[src/rtl/dict_finder_if.sv]
// 8-bit byte-wide memory read bus between dict_finder (master) and its memory.
// The master drives address ai and write strobe we; the memory returns vo combinationally.
interface mb8_io #(
  parameter int ASZ = 17
) ();
  logic [ASZ-1:0] ai;
  logic           we;
  logic [7:0]     vo;

  modport master (output ai, output we, input vo);
  modport slave  (input ai, input we, output vo);
endinterface

[src/rtl/dict_finder.sv]
// Dictionary search: scans a blank/NUL-delimited token, then walks the linked dictionary
// from ctx toward older entries. Macro FINDER_ICASE_EN makes name compares ASCII case-insensitive.
module dict_finder #(
  parameter int          ASZ     = 17,
  parameter int unsigned NUL_LNK = 'hffff
) (
  input  logic           clk,
  input  logic           rst,
  mb8_io.master          b8_if,
  input  logic           en,
  input  logic [ASZ-1:0] tkn,
  input  logic [ASZ-1:0] ctx,
  output logic           bsy,
  output logic           done,
  output logic           hit,
  output logic [ASZ-1:0] pfa,
  output logic [7:0]     op,
  output logic [7:0]     tlen,
  output logic [ASZ-1:0] nxt,
  output logic [3:0]     dbg_state
);
  typedef enum logic [3:0] {
    IDLE, TSCAN, LNK_LO, LNK_HI, LEN, CMP_N, CMP_T, OPC, FIN
  } state_t;

  localparam logic [15:0]    NUL16 = 16'(NUL_LNK);
  localparam logic [ASZ-1:0] NULA  = ASZ'(NUL_LNK);

  state_t         state_q, state_d;
  logic [ASZ-1:0] ai_q, ai_d;
  logic [ASZ-1:0] tkn_q, tkn_d;
  logic [ASZ-1:0] cur_q, cur_d;
  logic [15:0]    lnk_q, lnk_d;
  logic [7:0]     lo_q, lo_d;
  logic [7:0]     idx_q, idx_d;
  logic [7:0]     nb_q, nb_d;
  logic           hit_q, hit_d;
  logic [ASZ-1:0] pfa_q, pfa_d;
  logic [7:0]     op_q, op_d;
  logic [7:0]     tlen_q, tlen_d;
  logic [ASZ-1:0] nxt_q, nxt_d;
  logic           scan_end;
  logic [7:0]     scan_len;
  logic           go_next;

  function automatic logic [7:0] fold(input logic [7:0] b);
`ifdef FINDER_ICASE_EN
    fold = (b >= 8'h41 && b <= 8'h5a) ? (b | 8'h20) : b;
`else
    fold = b;
`endif
  endfunction

  // Handshake: en is a one-cycle request honoured only in IDLE (ignored while bsy);
  // completion is signalled by the single-cycle done pulse, results held until next accept.
  always_comb begin
    state_d  = state_q;
    ai_d     = ai_q;
    tkn_d    = tkn_q;
    cur_d    = cur_q;
    lnk_d    = lnk_q;
    lo_d     = lo_q;
    idx_d    = idx_q;
    nb_d     = nb_q;
    hit_d    = hit_q;
    pfa_d    = pfa_q;
    op_d     = op_q;
    tlen_d   = tlen_q;
    nxt_d    = nxt_q;
    scan_end = 1'b0;
    scan_len = tlen_q;
    go_next  = 1'b0;
    case (state_q)
      IDLE: begin
        if (en) begin
          tkn_d   = tkn;
          cur_d   = ctx;
          ai_d    = tkn;
          tlen_d  = '0;
          nxt_d   = '0;
          hit_d   = 1'b0;
          pfa_d   = '0;
          op_d    = '0;
          state_d = TSCAN;
        end
      end
      TSCAN: begin
        if (b8_if.vo == 8'h20 || b8_if.vo == 8'h00) begin
          nxt_d    = ai_q;
          scan_end = 1'b1;
        end else if (tlen_q == 8'd254) begin
          tlen_d   = 8'd255;
          scan_len = 8'd255;
          nxt_d    = ai_q + ASZ'(1);
          scan_end = 1'b1;
        end else begin
          tlen_d = tlen_q + 8'd1;
          ai_d   = ai_q + ASZ'(1);
        end
        if (scan_end) begin
          if (scan_len == 8'd0 || cur_q == NULA) begin
            state_d = FIN;
          end else begin
            ai_d    = cur_q;
            state_d = LNK_LO;
          end
        end
      end
      LNK_LO: begin
        lo_d    = b8_if.vo;
        ai_d    = cur_q + ASZ'(1);
        state_d = LNK_HI;
      end
      LNK_HI: begin
        lnk_d   = {b8_if.vo, lo_q};
        ai_d    = cur_q + ASZ'(2);
        state_d = LEN;
      end
      LEN: begin
        if (b8_if.vo != tlen_q) begin
          go_next = 1'b1;
        end else begin
          idx_d   = '0;
          ai_d    = cur_q + ASZ'(3);
          state_d = CMP_N;
        end
      end
      CMP_N: begin
        nb_d    = b8_if.vo;
        ai_d    = tkn_q + ASZ'(idx_q);
        state_d = CMP_T;
      end
      CMP_T: begin
        if (fold(nb_q) != fold(b8_if.vo)) begin
          go_next = 1'b1;
        end else if (idx_q == tlen_q - 8'd1) begin
          pfa_d   = cur_q + ASZ'(3) + ASZ'(tlen_q);
          ai_d    = cur_q + ASZ'(3) + ASZ'(tlen_q);
          state_d = OPC;
        end else begin
          idx_d   = idx_q + 8'd1;
          ai_d    = cur_q + ASZ'(3) + ASZ'(idx_q) + ASZ'(1);
          state_d = CMP_N;
        end
      end
      OPC: begin
        op_d    = b8_if.vo;
        hit_d   = 1'b1;
        state_d = FIN;
      end
      FIN:     state_d = IDLE;
      default: state_d = IDLE;
    endcase
    // Advance to the older entry, or end with a miss at the chain terminator.
    if (go_next) begin
      if (lnk_q == NUL16) begin
        state_d = FIN;
      end else begin
        cur_d   = ASZ'(lnk_q);
        ai_d    = ASZ'(lnk_q);
        state_d = LNK_LO;
      end
    end
  end

  always_ff @(posedge clk) begin
    if (rst) begin
      state_q <= IDLE;
      ai_q    <= '0;
      tkn_q   <= '0;
      cur_q   <= '0;
      lnk_q   <= '0;
      lo_q    <= '0;
      idx_q   <= '0;
      nb_q    <= '0;
      hit_q   <= 1'b0;
      pfa_q   <= '0;
      op_q    <= '0;
      tlen_q  <= '0;
      nxt_q   <= '0;
    end else begin
      state_q <= state_d;
      ai_q    <= ai_d;
      tkn_q   <= tkn_d;
      cur_q   <= cur_d;
      lnk_q   <= lnk_d;
      lo_q    <= lo_d;
      idx_q   <= idx_d;
      nb_q    <= nb_d;
      hit_q   <= hit_d;
      pfa_q   <= pfa_d;
      op_q    <= op_d;
      tlen_q  <= tlen_d;
      nxt_q   <= nxt_d;
    end
  end

  assign b8_if.ai  = ai_q;
  assign b8_if.we  = 1'b0;
  assign bsy       = (state_q != IDLE) && (state_q != FIN);
  assign done      = (state_q == FIN);
  assign hit       = hit_q;
  assign pfa       = pfa_q;
  assign op        = op_q;
  assign tlen      = tlen_q;
  assign nxt       = nxt_q;
  assign dbg_state = state_q;
endmodule

[src/flat_wrapper.sv]
// flat-port wrapper written by rule: the top's interface ports become plain ports
module dict_finder_flat 
#(
  parameter int          ASZ     = 17,
  parameter int unsigned NUL_LNK = 'hffff
)
  (clk, rst, en, tkn, ctx, bsy, done, hit, pfa, op, tlen, nxt, dbg_state, b8_if_ai, b8_if_we, b8_if_vo);
  mb8_io #(.ASZ(ASZ)) b8_if_i ();
  input  logic clk;
  input  logic rst;
  input  logic en;
  input  logic [ASZ-1:0] tkn;
  input  logic [ASZ-1:0] ctx;
  output logic bsy;
  output logic done;
  output logic hit;
  output logic [ASZ-1:0] pfa;
  output logic [7:0] op;
  output logic [7:0] tlen;
  output logic [ASZ-1:0] nxt;
  output logic [3:0] dbg_state;
  output wire logic [$bits(b8_if_i.ai)-1:0] b8_if_ai;
  output wire logic [$bits(b8_if_i.we)-1:0] b8_if_we;
  input wire logic [$bits(b8_if_i.vo)-1:0] b8_if_vo;
  assign b8_if_ai = b8_if_i.ai;
  assign b8_if_we = b8_if_i.we;
  assign b8_if_i.vo = b8_if_vo;
  dict_finder #(.ASZ(ASZ), .NUL_LNK(NUL_LNK)) u_core (.clk(clk), .rst(rst), .b8_if(b8_if_i), .en(en), .tkn(tkn), .ctx(ctx), .bsy(bsy), .done(done), .hit(hit), .pfa(pfa), .op(op), .tlen(tlen), .nxt(nxt), .dbg_state(dbg_state));
endmodule
[config.mk]
export PLATFORM = sky130hd
export DESIGN_NAME = dict_finder_flat
export DESIGN_NICKNAME = d
export VERILOG_FILES = /design/src/rtl/dict_finder_if.sv /design/src/rtl/dict_finder.sv /design/src/flat_wrapper.sv
export SDC_FILE = /design/constraint.sdc
export NUM_CORES = 1
export LEC_CHECK = 0
export BUFFER_PORTS_ARGS = -buffer_cell sky130_fd_sc_hd__buf_2
export CORE_ASPECT_RATIO = 0.9
export CORE_MARGIN = 5
export CORE_UTILIZATION = 35
export DETAILED_ROUTE_END_ITERATION = 16
export PLACE_DENSITY = 0.51
export SLEW_MARGIN = 10
export SYNTH_ARGS = -nofsm -noshare
export SYNTH_HDL_FRONTEND = slang
export SYNTH_SLANG_ARGS = --single-unit
[constraint.sdc]
create_clock -name clk -period 4.4 [get_ports clk]
set_input_delay 0.22 -clock clk [delete_from_list [all_inputs] [get_ports clk]]
set_output_delay 0.22 -clock clk [all_outputs]
set_load 0.02 [all_outputs]
==> flow_summary.toml <==
[power_and_ir_drop]
powerDensity_nw_per_um2 = 422
max-vdd-ir-drop_uv = 259
power.total_uw = 4850
clkPwrFrac = 0.328
p_comb_frac = 0.335
p_sw_uw = 1930
cellInternalPower_uw = 2920
p_seq_frac = 0.337
swShare = 0.397
p_leak_uw = 0.00440

[routing]
dr.pass1.iters = 5
drtAntennaViolNets = 0
drtIter0Drc = 1216
vias_per_cell = 5.85
wl_mm = 41.2
wire_per_inst_um = 22.9
drc_errors = 0
num_vias = 10521

[clock_tree]
clock_latency_ns = 0.45
cts_root_buffer = "clkbuf_16"
cts_setup_buffers = 0
cts_tree = "done"
clock_sinks = 146
cts_buffers = 17
cts-htree-levels = 4
cts_hold_buf = 0
clk_pin_slew_worst_paths_ns = 0.07
cts_resized = 0
clock_path_buffers = 2

[timing]
tightest_slew_ns = 1.20
rsz0062_at_grt = "no"
final.setup.worst_slack_ns = 0.554
fin_skew_ns = 0.0161
post-route-period-util = 0.874
setup_viol = 0
layout_min_cycle_time_ns = 3.85
finalSetupTns_ns = 0
slew-limit-headroom = 0.198
hold_viol_final = 0
max_freq_mhz = 260
drv_slew = 0

[logic_synthesis]
syn_nets = 1443
synthesis.area_sq_um = 9970
synthFlopType = "dfxtp_1"
synth_top_area_frac = 0.293
yosys.area.top_type = "dfxtp_1"
syn_inst = 1358
yosysUniqueCellTypes = 80
async_reset_ff_frac = 0
yosysMostFrequentCell = "nand2_1"
yosysSeqAreaShare = 0.293
synth-edff-count = 0
yosys_warnings = 0
avgSynthCellArea_sq_um = 7.34
synth-seq-cells = 146
synth.area.top_cells = "dfxtp_1, nand2_1, a21oi_1, xnor2_1, ha_1"
synth.top_cells.by_count = "nand2_1, dfxtp_1, a21oi_1"

[worst_setup_path]
cp-start-kind = "register"
required_ns = 4.78
crit_slowest_cell = "dfxtp_1"
crit_buf_inv = 0
path_delay_family = "simple AND/OR/NAND/NOR gates"
rr_startpoint = "u_core.cur_q[2]"
path_max_fanout = 12
crit_chain = "ha_1 -> a21oi_2 -> nor2_1 -> xor2_1 -> ha_1 -> nand3_1 -> nor2_1 -> o31ai_1 -> nor3_1 -> nand4_1 -> mux2i_1 -> or3_1 -> a31oi_1"
worstSetupStartpoint = "u_core.cur_q[2]"
critPathKind = "register to register"
crit_path_end_kind = "register"
worstPathArrival_ns = 4.22
cpPeakStageDelay_ns = 0.62

[placed_design]
io_buffers = 118
hpwl_mm = 30.7
placedCellCount = 1769
gp_congestion = 1.00
place_ws_ns = 0.626

[die]
core_area_sq_um = 28000
rows = 58
dieHeight_um = 170
die_x_um = 188
io_pins = 120
initial_core_util = 0.356
dieArea_sq_um = 32000

[cells_and_area]
drive_gt1_frac = 0.147
areaGrowthSynthToFinish_pct = 15.3
instances_no_fill = 1800
fin_util = 0.410
antenna_cells = 0
nNetsFinal = 1513

[grt]
grt_pass1_wl_mm = 62.1
grt_use_total = 0.253
antenna_found_initial = 0
grt_pass1_vias = 9891
globalRoute.totalOverflow = 0
grt_max_degree = 81

[run]
drv_cap = 0

[min_path]
min_from = "tkn[0]"
min_path_type = "primary input to register"

[status]
status = "finished, final reports clean"
[kinds of logic after synthesis]
family | count (synthesis) | share of synthesized area
flip-flops | 146 | 0.293
buffers and inverters | 123 | 0.0515
adder cells (fa/ha/maj) | 40 | 0.0525
multiplexers | 9 | 0.00929
other | 1 | 0.000376
AND/OR/NAND/NOR | 579 | 0.274
AO/OA/AOI/OAI | 345 | 0.218
XOR/XNOR | 115 | 0.101
[metal layers]
| layer | part of all wire | GRT usage |
|---|---|---|
| met1 | 0.47 | 0.364 |
| met2 | 0.42 | 0.379 |
| met3 | 0.087 | 0.0566 |
| met4 | 0.023 | 0.0740 |
| met5 | 0 | 0 |
[power by group through the flow]
stage	clock network (uW)	registers, uW	logic, uW
4_1_cts	1620	1620	1600
3_5_place_dp	0	1650	1590
6_report	1590	1630	1620
3_3_place_gp	0	1650	1590
5_1_grt	1670	1640	1750
2_1_floorplan	0	1620	1040
[sequential cells by signal (all words and copies together) (netlist names)]
name	cells
u_core.b8_if.ai	17
u_core.cur_q	17
u_core.nxt	17
u_core.pfa	17
u_core.tkn_q	17
u_core.lnk_q	16
u_core.idx_q	8
u_core.lo_q	8
u_core.nb_q	8
u_core.op	8
u_core.tlen	8
u_core.dbg_state	4
u_core.hit	1
[metrics by stage]
stage	hold slack, ns	instance area [sq um]
finish	0.0389	11500
global route	0.0387	11500
CTS	0.0193	11500
detailed placement	0.442	10900
global placement	0.438	10900
floorplan	0.356	9970
[cell type report]
type / count / area (sq um)
clock buffer: 19 / 443
clock inverter: 12 / 180
fill: 2996 / 16500
inverter: 22 / 82.6
multi-input combinational: 1089 / 6570
sequential: 146 / 2920
tap: 360 / 450
timing repair buffer: 152 / 848
[cell usage in the layout, fill, tap and decap left out, types with 11 or more instances in the layout]
| master | netlist | routed |
|---|---|---|
| a211oi_1 | 14 | 14 |
| a21oi_1 | 142 | 142 |
| a221oi_1 | 12 | 12 |
| a22oi_1 | 12 | 12 |
| a31oi_1 | 26 | 26 |
| and3_1 | 17 | 16 |
| buf_2 | 28 | 117 |
| buf_4 | 2 | 35 |
| clkbuf_16 | 0 | 17 |
| dfxtp_1 | 146 | 146 |
| ha_1 | 37 | 37 |
| inv_1 | 22 | 22 |
| nand2_1 | 251 | 251 |
| nand3_1 | 46 | 45 |
| nand4_1 | 28 | 28 |
| nor2_1 | 109 | 109 |
| nor3_1 | 42 | 40 |
| o21ai_0 | 46 | 46 |
| o21bai_1 | 15 | 15 |
| or3_1 | 11 | 11 |
| xnor2_1 | 75 | 75 |
| xor2_1 | 40 | 40 |
[path summary, 6_finish.rpt]
| path | to | depth (start not counted) | slack, ns |
|---|---|---|---|
| worst max-delay path | u_core.b8_if.ai[14] | 13 | 0.55 |
| worst min-delay path | u_core.tkn_q[0] | 3 | 0.04 |
| worst max register to register | u_core.b8_if.ai[14] | 13 | 0.55 |
| worst min register to register | u_core.lnk_q[2] | 2 | 0.45 |
[worst reg2reg max path, cell delays in order (launching register included)]
cell and delay [ns]:
dfxtp_1 0.62, ha_1 0.34, a21oi_2 0.10, nor2_1 0.29, xor2_1 0.35, ha_1 0.37
nand3_1 0.11, nor2_1 0.06, o31ai_1 0.60, nor3_1 0.24, nand4_1 0.16, mux2i_1 0.09
or3_1 0.32, a31oi_1 0.15
Power figures use the tool's default switching activity.
